<file path="config.mk">
export PLATFORM = sky130hd
export DESIGN_NAME = data_bus_mux
export DESIGN_NICKNAME = d
export VERILOG_FILES = /design/src/rtl/data_bus_pkg.sv /design/src/rtl/data_bus_prio_enc.sv /design/src/rtl/data_bus_mux.sv
export SDC_FILE = /design/constraint.sdc
export NUM_CORES = 1
export LEC_CHECK = 0
export ABC_AREA = 1
export BUFFER_PORTS_ARGS = -buffer_cell sky130_fd_sc_hd__buf_2
export CAP_MARGIN = 10
export CELL_PAD_IN_SITES_DETAIL_PLACEMENT = 1
export CELL_PAD_IN_SITES_GLOBAL_PLACEMENT = 1
export CORE_MARGIN = 2
export CORE_UTILIZATION = 36
export CTS_CLUSTER_DIAMETER = 150
export CTS_CLUSTER_SIZE = 20
export DETAILED_ROUTE_END_ITERATION = 8
export GPL_ROUTABILITY_DRIVEN = 0
export PLACE_DENSITY_LB_ADDON = 0.1
export SYNTH_ARGS = -nofsm -noshare
export SYNTH_HDL_FRONTEND = slang
export SYNTH_SLANG_ARGS = --single-unit
</file>
<file path="constraint.sdc">
create_clock -name clk -period 4 [get_ports clk]
set_clock_uncertainty 0.15 [all_clocks]
set_input_delay 0.8 -clock clk [delete_from_list [all_inputs] [get_ports clk]]
set_output_delay 0.8 -clock clk [all_outputs]
set_load 0.05 [all_outputs]
</file>
<file path="src/rtl/data_bus_pkg.sv">
// Shared types and helpers for the registered 6809 read-data multiplexer.
// Holds the FSM state type, the default idle bus value and index sizing.
package data_bus_pkg;

    typedef enum logic [1:0] {
        IDLE = 2'd0,
        WAIT = 2'd1,
        HOLD = 2'd2
    } state_t;

    localparam logic [7:0] IDLE_DATA_DEF = 8'hFF;

    // Index width able to encode sources 0..n-1 plus the "none" code n.
    function automatic int src_idx_w(input int n);
        return (n < 1) ? 1 : $clog2(n + 1);
    endfunction

endpackage

</file>
<file path="src/rtl/data_bus_prio_enc.sv">
// Lowest-index-wins priority encoder for the source chip selects.
// idx equals N ("none") when no select is active.
module data_bus_prio_enc
    import data_bus_pkg::*;
#(
    parameter int N = 4,
    localparam int IW = src_idx_w(N)
) (
    input  logic [N-1:0]  sel,
    output logic          valid,
    output logic [IW-1:0] idx,
    output logic          multi
);

    // Scan from the top so the lowest active index is the last to win.
    always_comb begin
        valid = |sel;
        multi = (sel & (sel - N'(1))) != '0;
        idx   = IW'(N);
        for (int i = N - 1; i >= 0; i--) begin
            if (sel[i]) idx = IW'(i);
        end
    end

endmodule

</file>
<file path="src/rtl/data_bus_mux.sv">
// Registered read-data multiplexer with per-source wait states and MRDY.
// Optional debug ports lastSrc/readCount when DATA_BUS_DEBUG_EN is defined.
module data_bus_mux
    import data_bus_pkg::*;
#(
    parameter int WIDTH = 8,
    parameter int NUM_SRC = 4,
    parameter int WAIT_W = 3,
    parameter logic [WIDTH-1:0] IDLE_DATA = WIDTH'(IDLE_DATA_DEF)
) (
    input  logic                      clk,
    input  logic                      reset,
    input  logic                      cycleStart,
    input  logic [NUM_SRC*WIDTH-1:0]  srcData,
    input  logic [NUM_SRC-1:0]        srcSelect,
    input  logic [NUM_SRC*WAIT_W-1:0] srcWait,
    input  logic                      conflictClr,
    output logic [WIDTH-1:0]          dataOut,
    output logic                      mrdy,
    output logic                      conflict
`ifdef DATA_BUS_DEBUG_EN
    ,
    output logic [src_idx_w(NUM_SRC)-1:0] lastSrc,
    output logic [15:0]               readCount
`endif
);

    localparam int IW = src_idx_w(NUM_SRC);

    state_t            state_q, state_d;
    logic [WAIT_W-1:0] cnt_q, cnt_d;
    logic [IW-1:0]     lock_q, lock_d;
    logic              mrdy_d, conf_d;
    logic              cap;
    logic [WIDTH-1:0]  cap_data;

    logic              enc_valid, enc_multi;
    logic [IW-1:0]     enc_idx;
    logic [WIDTH-1:0]  enc_data, lock_data;
    logic [WAIT_W-1:0] enc_wait;
    logic              accept;

    data_bus_prio_enc #(.N(NUM_SRC)) u_enc (
        .sel   (srcSelect),
        .valid (enc_valid),
        .idx   (enc_idx),
        .multi (enc_multi)
    );

    // Route data/wait of the encoder winner and data of the locked source.
    always_comb begin
        enc_data  = IDLE_DATA;
        enc_wait  = '0;
        lock_data = IDLE_DATA;
        for (int i = 0; i < NUM_SRC; i++) begin
            if (enc_valid && enc_idx == IW'(i)) begin
                enc_data = srcData[i*WIDTH +: WIDTH];
                enc_wait = srcWait[i*WAIT_W +: WAIT_W];
            end
            if (lock_q == IW'(i)) lock_data = srcData[i*WIDTH +: WIDTH];
        end
    end

    assign accept = cycleStart && (state_q != WAIT);

    // Next-state, counter, capture and MRDY decisions.
    always_comb begin
        state_d  = state_q;
        cnt_d    = cnt_q;
        lock_d   = lock_q;
        mrdy_d   = mrdy;
        cap      = 1'b0;
        cap_data = enc_data;
        unique case (state_q)
            IDLE, HOLD: begin
                if (cycleStart) begin
                    lock_d = enc_idx;
                    if (enc_wait == '0) begin
                        cap      = 1'b1;
                        cap_data = enc_data;
                        mrdy_d   = 1'b1;
                        state_d  = HOLD;
                    end else begin
                        cnt_d   = enc_wait;
                        mrdy_d  = 1'b0;
                        state_d = WAIT;
                    end
                end
            end
            WAIT: begin
                if (cnt_q <= WAIT_W'(1)) begin
                    cap      = 1'b1;
                    cap_data = lock_data;
                    cnt_d    = '0;
                    mrdy_d   = 1'b1;
                    state_d  = HOLD;
                end else begin
                    cnt_d = cnt_q - WAIT_W'(1);
                end
            end
            default: begin
                state_d = IDLE;
                mrdy_d  = 1'b1;
            end
        endcase
    end

    // Sticky conflict: a new multi-hit overrides a same-cycle clear.
    always_comb begin
        conf_d = conflict && !conflictClr;
        if (accept && enc_multi) conf_d = 1'b1;
    end

    // State register and registered outputs.
    always_ff @(posedge clk or posedge reset) begin
        if (reset) begin
            state_q  <= IDLE;
            cnt_q    <= '0;
            lock_q   <= '0;
            dataOut  <= IDLE_DATA;
            mrdy     <= 1'b1;
            conflict <= 1'b0;
        end else begin
            state_q  <= state_d;
            cnt_q    <= cnt_d;
            lock_q   <= lock_d;
            mrdy     <= mrdy_d;
            conflict <= conf_d;
            if (cap) dataOut <= cap_data;
        end
    end

`ifdef DATA_BUS_DEBUG_EN
    logic [IW-1:0] cap_src;

    // Source that a capture this cycle would come from.
    always_comb begin
        cap_src = (state_q == WAIT) ? lock_q : enc_idx;
    end

    // Debug trace of the last captured source and a saturating read count.
    always_ff @(posedge clk or posedge reset) begin
        if (reset) begin
            lastSrc   <= IW'(NUM_SRC);
            readCount <= '0;
        end else if (cap) begin
            lastSrc <= cap_src;
            if (readCount != 16'hFFFF) readCount <= readCount + 16'd1;
        end
    end
`endif

endmodule
</file>
==> impl_metrics.env, run 1 <==
export IMPL_synth_area_leaders="dfstp_2, nand2_1, dfrtp_1"
export IMPL_drc_errors=0
export IMPL_gr_total_overflow=0
export IMPL_pre_cts_slack_ps=1720
export IMPL_ys_types=31
export IMPL_drive_above_1_share=0.315
export IMPL_fin_ws_ps=1800
export IMPL_setup_violations=0
export IMPL_dieArea_mm2=0.00494
export IMPL_via_per_inst=5.22
export IMPL_r2r_cells=8
export IMPL_worstSetupPathType="reg2reg"
export IMPL_status="complete, no violations"
export IMPL_p_per_area_mw_per_mm2=618
export IMPL_numCtsBuffers=3
export IMPL_cts_tree="done"
export IMPL_cts_resized_gates=0
export IMPL_antenna_cells=0
export IMPL_reg2reg_to="dataOut[3]"
export IMPL_maxSlewHeadroom=0.517
export IMPL_final_nets=350
export IMPL_io_buffers=61
export IMPL_hold_start="dataOut[3]"
export IMPL_yosysTopAreaCell="dfstp_2"
export IMPL_finalMaxSlewViolations=0
export IMPL_worst_slew_pin_slew_ps=723
export IMPL_dp_cells=343
export IMPL_hold_viol=0
export IMPL_route_detailed_wl_per_inst_um=14.8
export IMPL_post_cts_setup_buffers=0
export IMPL_grt_pass1_vias=1876
export IMPL_ys_top_cells_by_count="nand2_1, nor2_1, nand3_1, inv_1, o211ai_1"
export IMPL_grt_pass1_wl_mm=8.72
export IMPL_syn_to_final_growth_pct=24.3
export IMPL_ys_ff_latch=18
export IMPL_min_period_ps=2200
export IMPL_row_count=24
export IMPL_synthesis_instances=236
export IMPL_r2r_start="cnt_q[1]"
export IMPL_clock_fmax_mhz=455
export IMPL_vdd_drop_max_mv=0.337
export IMPL_cp_max_fo=26
export IMPL_cts_root_buffer="clkbuf_8"
export IMPL_ctsHoldBuffers=0
export IMPL_vias=1810
export IMPL_grt_max_degree=27
export IMPL_hold_path_class="reg2reg"
export IMPL_tns_ps=0
export IMPL_yosysSeqAreaShare=0.292
export IMPL_syn_area_mm2=0.00158
export IMPL_drt_iter0_drc=112
export IMPL_clk_latency_ps=260
export IMPL_hpwl_mm=4.06
export IMPL_r2r_slack_ps=1800
export IMPL_cts_path_max_buffers=2
export IMPL_routed_wl_mm=5.13
export IMPL_ios=62
export IMPL_cts_max_level=1
export IMPL_start_util=0.369
export IMPL_fin_cells=347
export IMPL_path_clk_slew_ps=70
export IMPL_die_h_um=70.3
export IMPL_hold_depth=2
export IMPL_track_usage=0.219
export IMPL_antenna_found_initial=0
export IMPL_synth_warnings=0
export IMPL_async_flop_share=1.00
export IMPL_hold_end="dataOut[3]"
export IMPL_endpoint_kind="register"
export IMPL_core_area_mm2=0.00429
export IMPL_rsz0062_at_grt="false"
export IMPL_ys_flop_type="dfstp_2"
export IMPL_synth_edf_count=0
export IMPL_dieWidth_um=70.3
export IMPL_drt_pass1_iterations=4
export IMPL_p_leak_uw=0.00102
export IMPL_cap_violations=0
export IMPL_arrival_ps=2250
export IMPL_avgSynthCellArea_um2=6.71
export IMPL_antenna_left=0
export IMPL_startpoint_type="register"
export IMPL_critical_path_required_ps=4050
export IMPL_synth_top_area_frac=0.149
export IMPL_min_period_over_period=0.549
export IMPL_yosysMostFrequentCell="nand2_1"
export IMPL_clock_sinks=18
export IMPL_synth_nets=290
-- registers in the layout (all words and copies together) (netlist names) --
name and cells:
mrdy 1, lock_q 3, dataOut 8, conflict 1, state_q 2, cnt_q 3
-- cells by family after synthesis --
family,synth area share
and+or+nand+nor,0.409
AOI/OAI and AO/OA,0.197
buffers and inverters,0.0814
DFF,0.292
adders and majority gates,0.0158
xor gates and xnor gates,0.00553
-- cells in the final DEF (no fill, tap or decap), drive strengths merged --
| cell type | synthesis | layout |
|---|---|---|
| clkinv | 3 | 3 |
| o21ai | 13 | 13 |
| dfstp | 9 | 9 |
| a21oi | 2 | 2 |
| o22ai | 10 | 10 |
| nor2 | 31 | 31 |
| a211oi | 6 | 6 |
| ha | 2 | 2 |
| xnor2 | 1 | 1 |
| inv | 23 | 23 |
| nand4 | 1 | 1 |
| dfrtp | 9 | 9 |
| o32ai | 1 | 1 |
| a22oi | 1 | 1 |
| nand2 | 69 | 69 |
| buf | 5 | 61 |
| o21bai | 2 | 2 |
| nor3 | 8 | 8 |
| o211ai | 13 | 13 |
| clkbuf | 1 | 4 |
| nand3 | 26 | 26 |
-- final cells by class --
type / instances / area, um^2
repair buffers: 61 / 305
clock buffers: 4 / 45.0
inverters: 26 / 97.6
multi-input cells: 186 / 992
flip-flops and latches: 18 / 462
fillers: 617 / 2330
well taps: 52 / 65.1
-- critical path: stages (launching register included) --
cell	delay (ps)
dfrtp_1	400
inv_1	80
ha_1	140
o21bai_1	140
nand3_2	480
o21bai_1	340
o21ai_0	250
nand2_1	90
nand2_1	60
-- metal layers --
layer / global-route usage / wire length, um / up-vias
li1: - / - / 918
met1: 0.282 / 2300 / 845
met2: 0.384 / 2530 / 43
met3: 0.0433 / 266 / 4
met4: 0.0385 / 34 / 0
met5: 0 / 0 / -
-- report_power, final --
part | switching (uW) | leakage (uW) | internal [uW]
logic | 511 | 0.000789 | 218
clock network | 62.3 | 0.0000228 | 70.9
registers | 58.2 | 0.000209 | 294
total | 631 | 0.00102 | 583
-- how the worst max path moves through the flow --
stage | from | endpoint
floorplan | srcSelect[1] | cnt_q[2]
detailed placement | srcSelect[0] | dataOut[0]
finish | cnt_q[1] | dataOut[3]
global route | cnt_q[1] | dataOut[3]
global placement | cnt_q[1] | dataOut[3]
CTS | cnt_q[1] | dataOut[3]
-- metrics by stage --
step,area (um^2),util,hold WS (ps),power [uW]
floorplan,1580,-,318,910
global placement,1920,0.448,325,1080
detailed placement,1920,0.448,328,1090
CTS,1970,0.458,340,1230
global route,1970,0.458,362,1330
finish,1970,0.458,337,1210
Power figures use the tool's default switching activity.
==> inputs of run 2 (changes only) <==
--- a/config.mk
+++ b/config.mk
@@ -11,7 +11,7 @@
 export CELL_PAD_IN_SITES_DETAIL_PLACEMENT = 1
 export CELL_PAD_IN_SITES_GLOBAL_PLACEMENT = 1
 export CORE_MARGIN = 2
-export CORE_UTILIZATION = 36
+export CORE_UTILIZATION = 33
 export CTS_CLUSTER_DIAMETER = 150
 export CTS_CLUSTER_SIZE = 20
 export DETAILED_ROUTE_END_ITERATION = 8
==> constraint.sdc (replaced) <==
create_clock -name clk -period 2.3 [get_ports clk]
set_clock_uncertainty 0.15 [all_clocks]
set_input_delay 0.46 -clock clk [delete_from_list [all_inputs] [get_ports clk]]
set_output_delay 0.46 -clock clk [all_outputs]
set_load 0.05 [all_outputs]
==> impl_metrics.env, run 2 (synthesis gave the netlist of run 1 again) <==
export IMPL_min_period_ps=1810
export IMPL_numCtsBuffers=3
export IMPL_crit_slowest_cell="dfrtp_1"
export IMPL_start_util=0.340
export IMPL_arrival_ps=1860
export IMPL_core_area_mm2=0.00466
export IMPL_hpwl_mm=4.12
export IMPL_reg_top3="dataOut x8, cnt_q x3, lock_q x3"
export IMPL_drt_pass1_iterations=4
export IMPL_maxSlewHeadroom=0.517
export IMPL_drc_errors=0
export IMPL_path_clk_slew_ps=70
export IMPL_placed_area_mm2=0.00196
export IMPL_antenna_left=0
export IMPL_cts_max_level=1
export IMPL_drive_above_1_share=0.327
export IMPL_dieArea_mm2=0.00537
export IMPL_ctsHoldBuffers=0
export IMPL_cts_root_buffer="clkbuf_8"
export IMPL_grt_pass1_wl_mm=8.52
export IMPL_worst_slew_pin_slew_ps=724
export IMPL_rsz0062_at_grt="false"
export IMPL_route_detailed_wl_per_inst_um=14.5
export IMPL_vdd_drop_max_mv=0.388
export IMPL_r2r_start="cnt_q[1]"
export IMPL_largest_register="dataOut"
export IMPL_syn_to_final_growth_pct=26.8
export IMPL_antenna_cells=0
export IMPL_grt_max_degree=19
export IMPL_critPathMostFrequentCell="nand2_1"
export IMPL_setup_violations=0
export IMPL_cap_violations=0
export IMPL_min_period_over_period=0.786
export IMPL_p_leak_uw=0.00104
export IMPL_cts_path_max_buffers=2
export IMPL_gr_total_overflow=0
export IMPL_via_per_inst=5.21
export IMPL_clock_fmax_mhz=553
export IMPL_row_count=25
export IMPL_slowest_delay_ps=390
export IMPL_layout_common_cells="nand2_1, buf_2, nor2_1, nand3_1, inv_1"
export IMPL_largest_reg_flops=8
export IMPL_die_h_um=73.3
export IMPL_endpoint_kind="register"
export IMPL_drt_iter0_drc=59
export IMPL_track_usage=0.206
export IMPL_startpoint_type="register"
export IMPL_dieWidth_um=73.3
export IMPL_grt_pass1_vias=1833
export IMPL_finalMaxSlewViolations=0
export IMPL_hold_viol=0
export IMPL_vias=1846
export IMPL_final_nets=355
export IMPL_path_delay_family="simple AND/OR/NAND/NOR gates"
export IMPL_stdcell_area_mm2=0.00201
export IMPL_p_per_area_mw_per_mm2=1070
export IMPL_timing_critical_path_buf_inv=2
export IMPL_clock_sinks=18
export IMPL_cts_tree="done"
export IMPL_status="complete, no violations"
export IMPL_routed_wl_mm=5.14
export IMPL_post_cts_setup_buffers=0
export IMPL_cts_resized_gates=0
export IMPL_antenna_found_initial=0
export IMPL_critical_path_required_ps=2350
export IMPL_ios=62
export IMPL_crit_path_start="cnt_q[1]"
export IMPL_cp_max_fo=12
export IMPL_worstSetupPathType="reg2reg"
export IMPL_fillers=647
export IMPL_io_buffers=61
export IMPL_worstPathCellList="inv_1, ha_1, o21bai_1, nand3_2, buf_4, nor2_1, o211ai_1, nand2_1, nand2_1, nand2_1"
export IMPL_clk_latency_ps=250
export IMPL_tns_ps=0
export IMPL_hold_path_class="in2async"
[run 2: cell count changes in the layout (fill, tap and decap cells not counted)]
cell,before,now
buf_4,0,5
[run 2: power breakdown]
part | switching [uW] | internal, uW | total [uW]
clock | 107 | 123 | 230
sequential | 103 | 512 | 615
combinational | 895 | 412 | 1310
[run 2: path summary, 6_finish.rpt]
path,end,slack (ps),cells past startpoint
max,dataOut[7],490,10
min,state_q[1],170,2
max reg2reg,dataOut[7],490,10
min reg2reg,dataOut[0],340,2
max in group asynchronous,lock_q[0],1380,2
min in group clk,conflict,230,2
[run 2: layer usage]
layer  routed length, um  GRT usage  vias to the layer above  share of wire
met5                   0          0                        -              0
met2                2540      0.366                       56           0.49
met4                  68     0.0432                        0          0.013
met3                 245     0.0316                        4          0.048
li1                    -          -                      925              -
met1                2290      0.263                      861           0.45
[run 2: cell type report]
cell class                      count  area [um^2]  area share
Tap cell                           54         67.6      0.0337
Timing Repair Buffer               66          343       0.171
Multi-Input combinational cell    186          992       0.494
Clock buffer                        4         45.0      0.0224
Inverter                           26         97.6      0.0486
Sequential cell                    18          462       0.230
[run 2: per-stage QoR]
step                      hold WS, ps  power (uW)  instances  utilization  setup WS [ps]
after floorplan                   242        1580        236            -            637
after global placement            325        1920        350        0.421            393
after detailed placement          332        1950        350        0.421            357
after CTS                         191        2180        354        0.431            459
after global routing              236        2360        354        0.431            291
final                             169        2150        354        0.431            492
==> inputs of run 3 (changes only) <==
==> constraint.sdc (replaced) <==
create_clock -name clk -period 1.85 [get_ports clk]
set_clock_uncertainty 0.15 [all_clocks]
set_input_delay 0.37 -clock clk [delete_from_list [all_inputs] [get_ports clk]]
set_output_delay 0.37 -clock clk [all_outputs]
set_load 0.05 [all_outputs]
==> impl_metrics.env, run 3 (synthesis gave the netlist of run 1 again) <==
export IMPL_arrival_ps=1760
export IMPL_hold_path_class="in2reg"
export IMPL_whs_ps=140
export IMPL_cts_root_buffer="clkbuf_8"
export IMPL_drt_pass1_iterations=4
export IMPL_startpoint_type="register"
export IMPL_cp_max_fo=13
export IMPL_antenna_found_initial=0
export IMPL_final_nets=366
export IMPL_numCtsBuffers=3
export IMPL_status="complete, no violations"
export IMPL_cts_path_max_buffers=2
export IMPL_track_usage=0.205
export IMPL_path_clk_slew_ps=70
export IMPL_multiInputGateArea_um2=1000
export IMPL_drt_iter0_drc=63
export IMPL_hold_viol=0
export IMPL_row_count=25
export IMPL_p_per_area_mw_per_mm2=1310
export IMPL_drc_errors=0
export IMPL_worstPathCellList="ha_1, o21bai_2, nand3_2, buf_8, nor2_1, o211ai_1, nand2_1, nand2_1, nand2_1"
export IMPL_antenna_left=0
export IMPL_worst_slew_pin_slew_ps=349
export IMPL_min_period_ps=1720
export IMPL_r2r_cells=9
export IMPL_route_detailed_wl_per_inst_um=14.2
export IMPL_largest_register="dataOut"
export IMPL_seq_area_um2=463
export IMPL_io_buffers=61
export IMPL_gr_total_overflow=0
export IMPL_fin_total_pwr_uw=2770
export IMPL_grt_pass1_vias=1902
export IMPL_via_per_inst=5.10
export IMPL_finalMaxSlewViolations=0
export IMPL_syn_to_final_growth_pct=33.2
export IMPL_drive_above_1_share=0.357
export IMPL_critPathMostFrequentCell="nand2_1"
export IMPL_worstSetupPathType="reg2reg"
export IMPL_die_h_um=73.3
export IMPL_crit_slowest_cell="dfrtp_2"
export IMPL_clock_sinks=18
export IMPL_antenna_cells=0
export IMPL_dieWidth_um=73.3
export IMPL_clk_latency_ps=250
export IMPL_dieArea_mm2=0.00537
export IMPL_endpoint_kind="register"
export IMPL_setup_violations=0
export IMPL_min_period_over_period=0.929
export IMPL_hpwl_mm=4.22
export IMPL_largest_reg_flops=8
export IMPL_grt_pass1_wl_mm=8.69
export IMPL_critical_path_required_ps=1890
export IMPL_slowest_delay_ps=440
export IMPL_p_leak_uw=0.00110
export IMPL_hold_depth=2
export IMPL_cts_max_level=1
export IMPL_ios=62
export IMPL_start_util=0.340
export IMPL_fillers=650
export IMPL_vdd_drop_max_mv=0.570
export IMPL_vias=1861
export IMPL_reg_top3="dataOut x8, cnt_q x3, lock_q x3"
export IMPL_cap_violations=0
export IMPL_cts_tree="done"
export IMPL_layout_common_cells="nand2_1, buf_2, nor2_1, nand3_1, inv_1"
export IMPL_routed_wl_mm=5.17
export IMPL_core_area_mm2=0.00466
export IMPL_grt_max_degree=19
export IMPL_clock_fmax_mhz=582
export IMPL_maxSlewHeadroom=0.767
==> run 3: through the flow <==
stage                     worst slack, ps  utilization  cells  cell area [um^2]  TNS, ps
final                                 132        0.452    365              2110        0
after global routing                -14.0        0.452    365              2110    -14.0
after CTS                            62.2        0.446    363              2080        0
after detailed placement             51.2        0.434    358              2020        0
after global placement               92.0        0.434    358              2020        0
after floorplan                       201            -    236              1580        0
==> run 3: final timing paths <==
kind | slack, ps | startpoint | end
max | 130 | cnt_q[0] | dataOut[0]
min | 140 | conflictClr | conflict
max reg2reg | 130 | cnt_q[0] | dataOut[0]
min reg2reg | 340 | dataOut[4] | dataOut[4]
max in group asynchronous | 770 | reset | dataOut[0]
min in group asynchronous | 520 | reset | cnt_q[1]
==> run 3: what timing repair did <==
item / 4_1_cts / 5_1_grt
hold endpoints to repair: 9 / 0
hold buffers: 1 / 0
resized for setup: 0 / 5
buffers inserted: 0 / 2
endpoints found under the setup margin: 0 / 7
==> run 3: metal layers <==
metal / share of wire / GRT usage
met5: 0 / 0
met3: 0.035 / 0.0343
met2: 0.50 / 0.369
met1: 0.46 / 0.264
met4: 0.0044 / 0.0206
==> run 3: power breakdown <==
part           total, uW  internal (uW)  leakage, uW  switching (uW)
combinational       1720            592     0.000868            1130
sequential           765            637     0.000208             127
clock                288            153    0.0000228             135
==> run 3: layout make-up <==
cell class | instances | area share
tap | 54 | 0.0320
multi-input combinational | 186 | 0.474
sequential | 18 | 0.220
inverter | 26 | 0.0463
clock buffer | 4 | 0.0214
timing repair buffer | 77 | 0.207
==> run 3: critical path: cells and delay by family, from the launching register on <==
kind,cells,cell delay [ps]
buffers and inverters,1,160
DFF,1,440
AOI/OAI and AO/OA,2,280
and+or+nand+nor,5,420
adders and majority gates,1,210
